$ cat src/rtl/udt_pkg.sv
// Shared constants for the UDT transmit path: source indices, the arbiter state
// encoding and the native AXI-Stream width.
package udt_pkg;

    localparam int UDT_AXIS_W = 64;

    localparam logic [1:0] SRC_HS   = 2'd0;
    localparam logic [1:0] SRC_NAK  = 2'd1;
    localparam logic [1:0] SRC_ACK  = 2'd2;
    localparam logic [1:0] SRC_DATA = 2'd3;

    typedef enum logic [1:0] {
        ST_IDLE  = 2'd0,
        ST_XFER  = 2'd1,
        ST_DRAIN = 2'd2
    } udt_tx_state_e;

endpackage

$ cat src/rtl/udt_tx_pick.sv
// Winner selection for the UDT transmit arbiter: fixed control priority,
// with DATA forced through once the control streak reaches its limit.
module udt_tx_pick
    import udt_pkg::*;
#(
    parameter int MAX_CTRL_BURST = 4
) (
    input  logic [3:0] elig,
    input  logic [3:0] ctrl_streak,
    output logic [1:0] winner,
    output logic       any_eligible
);

    localparam logic [3:0] STREAK_MAX = 4'(MAX_CTRL_BURST);

    always_comb begin
        any_eligible = |elig;
        winner       = SRC_DATA;
        if (elig[SRC_DATA] && ctrl_streak == STREAK_MAX) begin
            winner = SRC_DATA;
        end else if (elig[SRC_HS]) begin
            winner = SRC_HS;
        end else if (elig[SRC_NAK]) begin
            winner = SRC_NAK;
        end else if (elig[SRC_ACK]) begin
            winner = SRC_ACK;
        end
    end

endmodule

$ cat src/rtl/udt_tx_arbiter.sv
// Packet-atomic scheduler sharing the outbound UDP stream between the
// handshake, NAK, ACK and DATA packet producers, with per-packet length guard.
module udt_tx_arbiter
    import udt_pkg::*;
#(
    parameter int DATA_WIDTH     = UDT_AXIS_W,
    parameter int MAX_CTRL_BURST = 4,
    parameter int MAX_BEATS      = 190
) (
    input  logic                      core_clk,
    input  logic                      core_rst_n,
    input  logic [4*DATA_WIDTH-1:0]   s_tdata,
    input  logic [4*DATA_WIDTH/8-1:0] s_tkeep,
    input  logic [3:0]                s_tvalid,
    input  logic [3:0]                s_tlast,
    output logic [3:0]                s_tready,
    output logic [DATA_WIDTH-1:0]     m_tdata,
    output logic [DATA_WIDTH/8-1:0]   m_tkeep,
    output logic                      m_tvalid,
    output logic                      m_tlast,
    input  logic                      m_tready,
    input  logic                      data_en,
    output logic [1:0]                grant,
    output logic                      busy,
    output logic                      pkt_trunc,
    output logic [31:0]               tx_pkt_cnt
);

    localparam int         KEEP_W     = DATA_WIDTH / 8;
    localparam logic [3:0] STREAK_MAX = 4'(MAX_CTRL_BURST);
    localparam logic [7:0] LAST_BEAT  = 8'(MAX_BEATS - 1);

    udt_tx_state_e state;
    logic [3:0]    ctrl_streak;
    logic [7:0]    beat_cnt;
    logic [3:0]    elig;
    logic [1:0]    winner;
    logic          any_elig;
    logic          src_last;
    logic          beat;

    assign elig = {s_tvalid[SRC_DATA] & data_en, s_tvalid[2:0]};

    udt_tx_pick #(
        .MAX_CTRL_BURST(MAX_CTRL_BURST)
    ) u_pick (
        .elig        (elig),
        .ctrl_streak (ctrl_streak),
        .winner      (winner),
        .any_eligible(any_elig)
    );

    // Handshake: a beat moves when valid and ready are both high at the clock
    // edge; valid never waits on ready, and ready is driven only to the owner.
    assign src_last = s_tlast[grant];
    assign m_tdata  = s_tdata[int'(grant)*DATA_WIDTH +: DATA_WIDTH];
    assign m_tkeep  = s_tkeep[int'(grant)*KEEP_W +: KEEP_W];
    assign m_tvalid = (state == ST_XFER) && s_tvalid[grant];
    assign m_tlast  = (state == ST_XFER) && (src_last || beat_cnt == LAST_BEAT);
    assign busy     = (state != ST_IDLE);
    assign beat     = m_tvalid && m_tready;

    always_comb begin
        s_tready = '0;
        if (state == ST_XFER) begin
            s_tready[grant] = m_tready;
        end else if (state == ST_DRAIN) begin
            s_tready[grant] = 1'b1;
        end
    end

    always_ff @(posedge core_clk or negedge core_rst_n) begin
        if (!core_rst_n) begin
            state       <= ST_IDLE;
            grant       <= SRC_HS;
            ctrl_streak <= '0;
            beat_cnt    <= '0;
            pkt_trunc   <= 1'b0;
            tx_pkt_cnt  <= '0;
        end else begin
            pkt_trunc <= 1'b0;
            case (state)
                ST_IDLE: begin
                    if (any_elig) begin
                        grant <= winner;
                        state <= ST_XFER;
                        // The streak only counts control grants that made DATA wait.
                        if (!elig[SRC_DATA] || winner == SRC_DATA) begin
                            ctrl_streak <= '0;
                        end else if (ctrl_streak != STREAK_MAX) begin
                            ctrl_streak <= ctrl_streak + 4'd1;
                        end
                    end
                end
                ST_XFER: begin
                    if (beat) begin
                        if (m_tlast) begin
                            tx_pkt_cnt <= tx_pkt_cnt + 32'd1;
                            beat_cnt   <= '0;
                            if (src_last) begin
                                state <= ST_IDLE;
                            end else begin
                                pkt_trunc <= 1'b1;
                                state     <= ST_DRAIN;
                            end
                        end else begin
                            beat_cnt <= beat_cnt + 8'd1;
                        end
                    end
                end
                ST_DRAIN: begin
                    if (s_tvalid[grant] && src_last) begin
                        state <= ST_IDLE;
                    end
                end
                default: state <= ST_IDLE;
            endcase
        end
    end

endmodule

$ cat config.mk
export PLATFORM = sky130hd
export DESIGN_NAME = udt_tx_arbiter
export DESIGN_NICKNAME = d
export VERILOG_FILES = /design/src/rtl/udt_pkg.sv /design/src/rtl/udt_tx_pick.sv /design/src/rtl/udt_tx_arbiter.sv
export SDC_FILE = /design/constraint.sdc
export NUM_CORES = 1
export LEC_CHECK = 0
export BUFFER_PORTS_ARGS = -buffer_cell sky130_fd_sc_hd__buf_2
export CAP_MARGIN = 20
export CORE_AREA = 5 5 158 160
export CTS_CLUSTER_SIZE = 16
export DETAILED_ROUTE_END_ITERATION = 8
export DIE_AREA = 0 0 163 165
export GPL_TIMING_DRIVEN = 0
export PLACE_DENSITY = 0.5
export SETUP_SLACK_MARGIN = 0.4
export SYNTH_ARGS = -nofsm -noshare
export SYNTH_HDL_FRONTEND = slang
export SYNTH_HIERARCHICAL = 1
export SYNTH_SLANG_ARGS = --single-unit
export TNS_END_PERCENT = 20
$ cat constraint.sdc
create_clock -name core_clk -period 2.5 [get_ports core_clk]
set_input_delay 0.25 -clock core_clk [delete_from_list [all_inputs] [get_ports core_clk]]
set_output_delay 0.25 -clock core_clk [all_outputs]
set_load 0.1 [all_outputs]
## Word-level counts from Yosys, hierarchy flattened

Index checks and enable logic that the tools add are counted.

- Order comparisons: 2
- Add/sub/neg operators: 3
- Bitwise gates (word level): 2
- Shift-type cells: 2
- Mux-type cells: 25
- Equality and inequality tests: 10
- Reduce and logical (&&, ||, !) cells: 18

Operator list:

| cell | count |
|---|---|
| $shiftx 256x9->64 | 1 |
| $add 32x1->32 const B | 1 |
| $shiftx 32x6->8 | 1 |
| $mux 2 | 8 |
| $mux 4 | 4 |
| $add 8x1->8 const B | 1 |
| $eq 8x8->1 const B | 1 |
| $mux 1 | 8 |
| $mux 8 | 1 |
| $logic_and 1x1->1 | 6 |
| $ne 2x2->1 const B | 3 |
| $pmux 2 s3 | 1 |
| $reduce_and 3->1 | 2 |
| $add 4x1->4 const B | 1 |
| $and 4x4->4 | 1 |
| $bmux 1 s2 | 2 |
| $eq 2x2->1 const B | 2 |
| $eq 4x3->1 const B | 1 |
| $ne 4x3->1 const B | 1 |
| $reduce_and 2->1 | 2 |
| $reduce_and 4->1 | 1 |
| $reduce_bool 2->1 | 2 |
| $reduce_or 4->1 | 1 |
| $lt 2x3->1 const B | 1 |
| other kinds (8) | 9 |

- Output and inout port bits: 114
- Register bits: 49
- Logic and storage cells: 68
- Bits of input ports: 300

## Depth between registers and ports, before layout

Gate-level depths: netlist of run 1.

- Depth in word-level cells: 8
- Gate-level depth with buffers: 8

## Modules after synthesis

The synthesis of run 1 kept the hierarchy.

By module, submodules not included:

| module | area an instance (µm²) | cells each | times used | seq. area each (µm²) |
|---|---|---|---|---|
| udt_tx_arbiter | 4157.7 | 333 | 1 | 1226.2 |
| udt_tx_pick | 38.8 | 5 | 1 | 0.0 |

## Worst setup path after synthesis of run 1

OpenSTA, ideal clock, no wires.

- Path type: register to output
- From: register grant[1]
- To: output port s_tready[2]
- Slack: -1831 ps
- Cell stages (with the launch flop): 5
- Path buffers: 3
- Data arrival time: 4081 ps
- Cell sequence: dfrtp_1 -> clkbuf_1 -> clkbuf_1 -> clkbuf_1 -> nor3b_1

- Cells in the longest elaborated chain, start to end: 6
- Elaborated cells between the ends (all ways): 8
- Those cells by class: order compare: 2; mux: 4; bitwise: 1; reduce/logical: 1

RTL lines:

| item | line | RTL |
|---|---|---|
| from (decl) | udt_tx_arbiter.sv:23 | `output logic [1:0] grant,` |
| from (signal assigned) | udt_tx_arbiter.sv:85 | `grant <= winner;` |
| $lt 2x3->1 (not written as such) or $ge 2x1->1 (tied branches) | udt_tx_arbiter.sv:66, udt_tx_arbiter.sv:68 |  |
| $logic_and 1x1->1 (not written as such) | udt_tx_arbiter.sv:66, udt_tx_arbiter.sv:68 |  |
| $mux 1 (not written as such) | udt_tx_arbiter.sv:66, udt_tx_arbiter.sv:68 |  |
| $demux 1 s2 * | udt_tx_arbiter.sv:66, udt_tx_arbiter.sv:68 |  |
| $mux 4 or $and 4x4->4 (tied branches) | n/a |  |
| $mux 4 * | udt_tx_arbiter.sv:65 | `if (state == ST_XFER) begin` |
| to (decl) | udt_tx_arbiter.sv:16 | `output logic [3:0] s_tready,` |

Every way passes the cells marked *; elsewhere a longest branch is shown, timed or not.

## Worst setup path after layout of run 1

- From: register grant[0]
- To: output port m_tlast

- Cells in the longest elaborated chain, start to end: 4

RTL lines:

| item | line | RTL |
|---|---|---|
| $bmux 1 s2 | udt_tx_arbiter.sv:55 | `assign src_last = s_tlast[grant];` |
| $mux 1 (not written as such) | udt_tx_arbiter.sv:55 |  |
| $logic_or 1x1->1 | udt_tx_arbiter.sv:59 | `assign m_tlast = (state == ST_XFER) && (src_last \|\| beat_cnt == LAST_BEAT);` |
| $logic_and 1x1->1 | udt_tx_arbiter.sv:59 |  |
| to (decl) | udt_tx_arbiter.sv:20 | `output logic m_tlast,` |

Every way passes these cells. The select of a mux whose other input is x is not followed.

==> results of run 1 <==
## registers in the layout (all words and copies together) (netlist names)
register	flops
beat_cnt	8
ctrl_streak	4
grant	2
pkt_trunc	1
state	2
tx_pkt_cnt	32
## final cells by class
cell class	instances	area, um^2
timing repair buffer	423	2460
tap	319	399
buffer	22	274
sequential	49	1250
fill	2471	15700
clock buffer	5	125
multi-input combinational	259	2920
antenna	3	7.51
inverter	8	30.0
clock inverter	3	68.8
## layer usage
layer  share of wire, %  vias to the layer above  global-route usage, %
met2                 48                      283                   28.5
met5               0.38                        -                      0
met3                 14                       24                   10.2
met4               0.79                       14                   1.91
met1                 37                     2457                   21.7
li1                   -                     2208                      -
## worst max-delay path by stage
stage,from,end,slack [ps],depth (start not counted)
floorplan,tx_pkt_cnt[14],tx_pkt_cnt[22],280,6
global placement,grant[0],m_tlast,170,5
detailed placement,grant[0],m_tlast,170,5
CTS,grant[0],m_tlast,250,5
global route,grant[0],m_tdata[0],210,4
finish,grant[0],m_tlast,260,5
## critical path, delay by kind of cell (launching register included)
kind | cells | cell delay (ps)
AOI/OAI and AO/OA | 1 | 290
buffers and inverters | 2 | 310
DFF | 1 | 420
muxes | 1 | 600
and+or+nand+nor | 1 | 60
## power by group through the flow
stage	clock (mW)	sequential [mW]	combinational (mW)
floorplan	0	1.36	6.86
global placement	0	1.02	8.81
finish	0.885	1.02	9.57
detailed placement	0	1.03	8.83
CTS	0.909	1.02	9.44
global route	0.950	1.04	9.90
## cell usage after synthesis (2+ instances only)
library cell	count	area, um^2
buf_2	8	40.0
o21ai_0	8	40.0
nor3_1	11	55.1
and3_1	6	37.5
nand2b_1	7	43.8
ha_1	5	62.6
o31ai_1	6	45.0
nand3_1	18	90.1
nor3b_1	2	15.0
clkbuf_1	11	41.3
xor2_1	22	193
nor2_1	22	82.6
and2_1	2	12.5
nand2_2	2	12.5
nand4_1	10	62.6
o22ai_1	2	12.5
dfrtp_1	49	1230
xnor2_1	9	78.8
a21oi_1	6	30.0
mux4_2	74	1670
nor2b_1	4	25.0
nand2_1	22	82.6
and3b_1	2	17.5
and4_1	3	26.3
mux2_2	2	22.5
inv_1	8	30.0
## cell families after synthesis
| group | share of synthesized area [%] |
|---|---|
| and+or+nand+nor | 15.2 |
| adders and majority gates | 1.49 |
| xor gates and xnor gates | 6.47 |
| muxes | 40.3 |
| DFF | 29.2 |
| buffers and inverters | 3.19 |
| AOI/OAI and AO/OA | 4.17 |
## metrics by stage
step | instance area [um^2] | cells | hold WS [ps] | utilization (%) | worst slack, ps
3_5_place_dp | 6870 | 1071 | 244 | 29.5 | 170
3_3_place_gp | 6850 | 1070 | 464 | 29.4 | 168
6_report | 7530 | 1091 | 459 | 32.4 | 264
4_1_cts | 7380 | 1086 | 467 | 31.7 | 247
2_1_floorplan | 4380 | 338 | -45.6 | - | 282
5_1_grt | 7530 | 1090 | 491 | 32.4 | 208
## repair_timing
item	CTS	global route
pin swaps	1	2
hold buffers	1	0
endpoints found under the setup margin	116	119
cloned	1	1
gates resized for setup	78	45
endpoints found under the hold margin	19	0
setup buffers	5	1
==> results.toml, run 1 <==
[routing]
dr.first_iter.drc_count = 263
via_per_inst = 4.57
wl_per_cell_um = 24.0
firstDrtPassIters = 4
drc_errors = 0
via_count = 4986
ant_nets = 0
wirelength_mm = 26.2

[power]
p_int_mw = 4.14
power_switching_mw = 7.33
seqPwrFrac_pct = 8.9
leakage_nw = 3.69
power.density_nw_per_um2 = 1520
totalPowerFinal_mw = 11.5
clockPowerShare_pct = 7.7
swShare_pct = 63.9
comb_power_share_pct = 83.4
ir_drop_uv = 786

[hold_path]
hold_path_class = "in2async"

[sta]
min_period_ps = 2240
rsz0062_at_grt = "yes"
fin_crit_sh_pct = 89.4
setup_violations = 0
maxSlewViolCount = 0
worst_slew_pin_slew_ps = 548
slew_headroom_pct = 63.7
finalHoldViolCount = 0
clock_skew_ps = 7.33
fmax_mhz = 447
tns_ps = 0

[floorplan]
coreArea_um2 = 23300
rows = 56
start_util_pct = 18.0
fp.dieArea_um2 = 26900
ios = 414
fp.dieW_um = 163
die_h_um = 165

[logic_synthesis]
synthCells = 338
synthesis.area_um2 = 4200
yosysWarnings = 6
yosysSeqAreaShare_pct = 29.2
synth_top_flop_cell = "dfrtp_1"
synth_edf_count = 0
ys_types = 43
avgSynthCellArea_um2 = 12.4
async_flop_share_pct = 100
syn-num-nets = 643
yosys_register_bits = 49

[worst_setup_path]
reg2reg_setup_slack_ps = 350
criticalPathCategory = "reg2out"
crit_path_start_kind = "flop"
reg2regPathDepth = 6
critPathArrivalTime_ps = 1990
slowest_stage = "mux4_2"
crit_top_cell = "buf_12"
slowest_delay_ps = 600
crit_required_ps = 2250
endpoint_kind = "output pin"
reg2reg_to = "tx_pkt_cnt[5]"
path_cells = "buf_12 -> mux4_2 -> a41oi_4 -> nor2_4 -> buf_12"
rr_startpoint = "grant[0]"
crit_path_max_fanout = 7

[placed_design]
gp_congestion = 0.814
dp_hpwl_mm = 23.3
port_buffers = 413

[cts]
clock-sinks = 49
insertion_delay_ps = 290
cts-buffers-inserted = 5
cts_root_buf = "clkbuf_16"
htreeDepth = 2
clk_pin_slew_ps = 70
clk_path_buf_depth = 2
cts_tree = "built"

[final_layout]
final_cell_mix = "353 x buf_2, 74 x mux4_2, 44 x buf_4, 35 x dfrtp_1"
layout-drive-gt1-share_pct = 72.4
fin_nets = 1073
area_growth_pct = 79.5
final_common_cell = "buf_2"

[global_routing]
grt_pass1_wl_mm = 34.9
grt_usage_pct = 17.8
grt_pass1_vias = 5125
antenna_found_initial = 13
grt-ovfl-total = 0
grt_max_degree = 31

[job]
maxCapViolations = 0

[run_status]
status = "finished clean"
Note: power is estimated with default switching activity, not from simulation.
==> run 2: changes to the inputs <==
==> constraint.sdc (replaced) <==
create_clock -name core_clk -period 2.5 [get_ports core_clk]
set_input_delay 0.25 -clock core_clk [delete_from_list [all_inputs] [get_ports core_clk]]
set_output_delay 0.25 -clock core_clk [all_outputs]
set_load 0.005 [all_outputs]
==> results.toml, run 2 (synthesis results as in run 1) <==
[floorplan]
rows = 56
die_h_um = 165
ios = 414
fp.dieW_um = 163
coreArea_um2 = 23300
fp.dieArea_um2 = 26900
start_util_pct = 18.0

[routing]
dr.first_iter.drc_count = 330
firstDrtPassIters = 4
wirelength_mm = 25.1
dr.max_layer_used = "met5"
wl_met1_mm = 10.7
ant_nets = 0
wl_per_cell_um = 22.8
drc_errors = 0
via_per_inst = 4.48
met3_length_mm = 2.59
via_count = 4923
dr_wl_met2_mm = 11.5

[sta]
finalHoldViolCount = 0
fin_crit_sh_pct = 87.1
layout_setup_ws_ps = 323
slew_headroom_pct = 67.7
maxSlewViolCount = 0
fmax_mhz = 459
min_period_ps = 2180
setup_violations = 0
clock_skew_ps = 6.10
worst_slew_pin_slew_ps = 479
rsz0062_at_grt = "yes"
fin_hold_ws_ps = 414

[final_layout]
instances_no_fill = 1098
fin_nets = 1081
layout-drive-gt1-share_pct = 70.3
area_growth_pct = 74.3
final_common_cell = "buf_2"
fin_area_um2 = 7310
top_register = "tx_pkt_cnt"
largest_reg_flops = 32
final_cell_mix = "401 x buf_2, 74 x mux4_2, 49 x dfrtp_1, 22 x nor2_1, 22 x xor2_1"
top_regs = "tx_pkt_cnt x32, beat_cnt x8, ctrl_streak x4"

[worst_setup_path]
crit_path_max_fanout = 6
critPathArrivalTime_ps = 1930
criticalPathCategory = "reg2out"
rr_startpoint = "grant[0]"
crit_path_start = "grant[0]"
crit_required_ps = 2250
endpoint_kind = "output pin"
crit_path_start_kind = "flop"

[cts]
cts_tree = "built"
insertion_delay_ps = 290
clk_pin_slew_ps = 60
cts_root_buf = "clkbuf_16"
cts-buffers-inserted = 5
clk_path_buf_depth = 2
htreeDepth = 2
clock-sinks = 49

[power]
leakage_nw = 3.66
ir_drop_uv = 314
totalPowerFinal_mw = 6.07
power.density_nw_per_um2 = 829

[global_routing]
grt_max_degree = 33
grt_pass1_vias = 5180
antenna_found_initial = 5
grt_pass1_wl_mm = 33.9
grt-ovfl-total = 0
grt_usage_pct = 17.1

[run_status]
status = "finished clean"

[placed_design]
pre_cts_slack_ps = -504
dp_cells = 1071
place_area_um2 = 6680
gp_congestion = 0.884
dp_hpwl_mm = 22.1
port_buffers = 413

[hold_path]
hp-start = "s_tvalid[2]"
hold_path_class = "in2reg"

[job]
maxCapViolations = 0
run 2: power by group:
group / switching, mW / internal, mW / leakage [nW] / total, mW
Clock: 0.299 / 0.475 / 0.0811 / 0.774
Combinational: 1.94 / 2.35 / 2.92 / 4.28
Sequential: 0.122 / 0.888 / 0.664 / 1.01
Total: 2.36 / 3.71 / 3.66 / 6.07
run 2: final cells by class:
class | instances | area (um^2)
flip-flops and latches | 49 | 1230
clock buffers | 6 | 129
well taps | 319 | 399
inverters | 8 | 30.0
fillers | 2544 | 15900
clock inverters | 2 | 38.8
multi-input cells | 259 | 2880
repair buffers | 431 | 2340
plain buffers | 22 | 267
diodes | 2 | 5.00
run 2: worst max-delay path, cell delays in order (launching register included):
cell and delay, ps:
dfrtp_1 420, buf_12 160, buf_12 120, buf_12 120
buf_12 130, mux4_2 520, buf_6 160
run 2: worst paths after layout:
check,end,slack [ps],cells after the start
min in group asynchronous,tx_pkt_cnt[14],430,2
hold reg to reg,tx_pkt_cnt[31],470,1
setup reg to reg,beat_cnt[3],340,9
max in group asynchronous,beat_cnt[0],1540,3
hold / removal,state[0],410,4
setup / recovery,m_tkeep[7],320,6
run 2: routing by layer:
layer / track usage, % / vias up
li1: - / 2225
met1: 24.1 / 2413
met2: 25.8 / 265
met3: 6.29 / 14
met4: 2.48 / 6
met5: 0 / -
run 2: what timing repair did:
action | CTS | global route
gates resized for setup | 69 | 22
endpoints found under the hold margin | 17 | 0
hold buffers | 1 | 0
setup buffers | 11 | 4
gates cloned | 1 | 0
pin swaps | 3 | 6
setup endpoints to repair | 122 | 104
run 2: per-stage QoR:
| stage | TNS (ps) | util, % |
|---|---|---|
| floorplan | 0 | - |
| global placement | -10560 | 28.6 |
| detailed placement | -10390 | 28.7 |
| CTS | 0 | 31.0 |
| global route | 0 | 31.4 |
| finish | 0 | 31.4 |
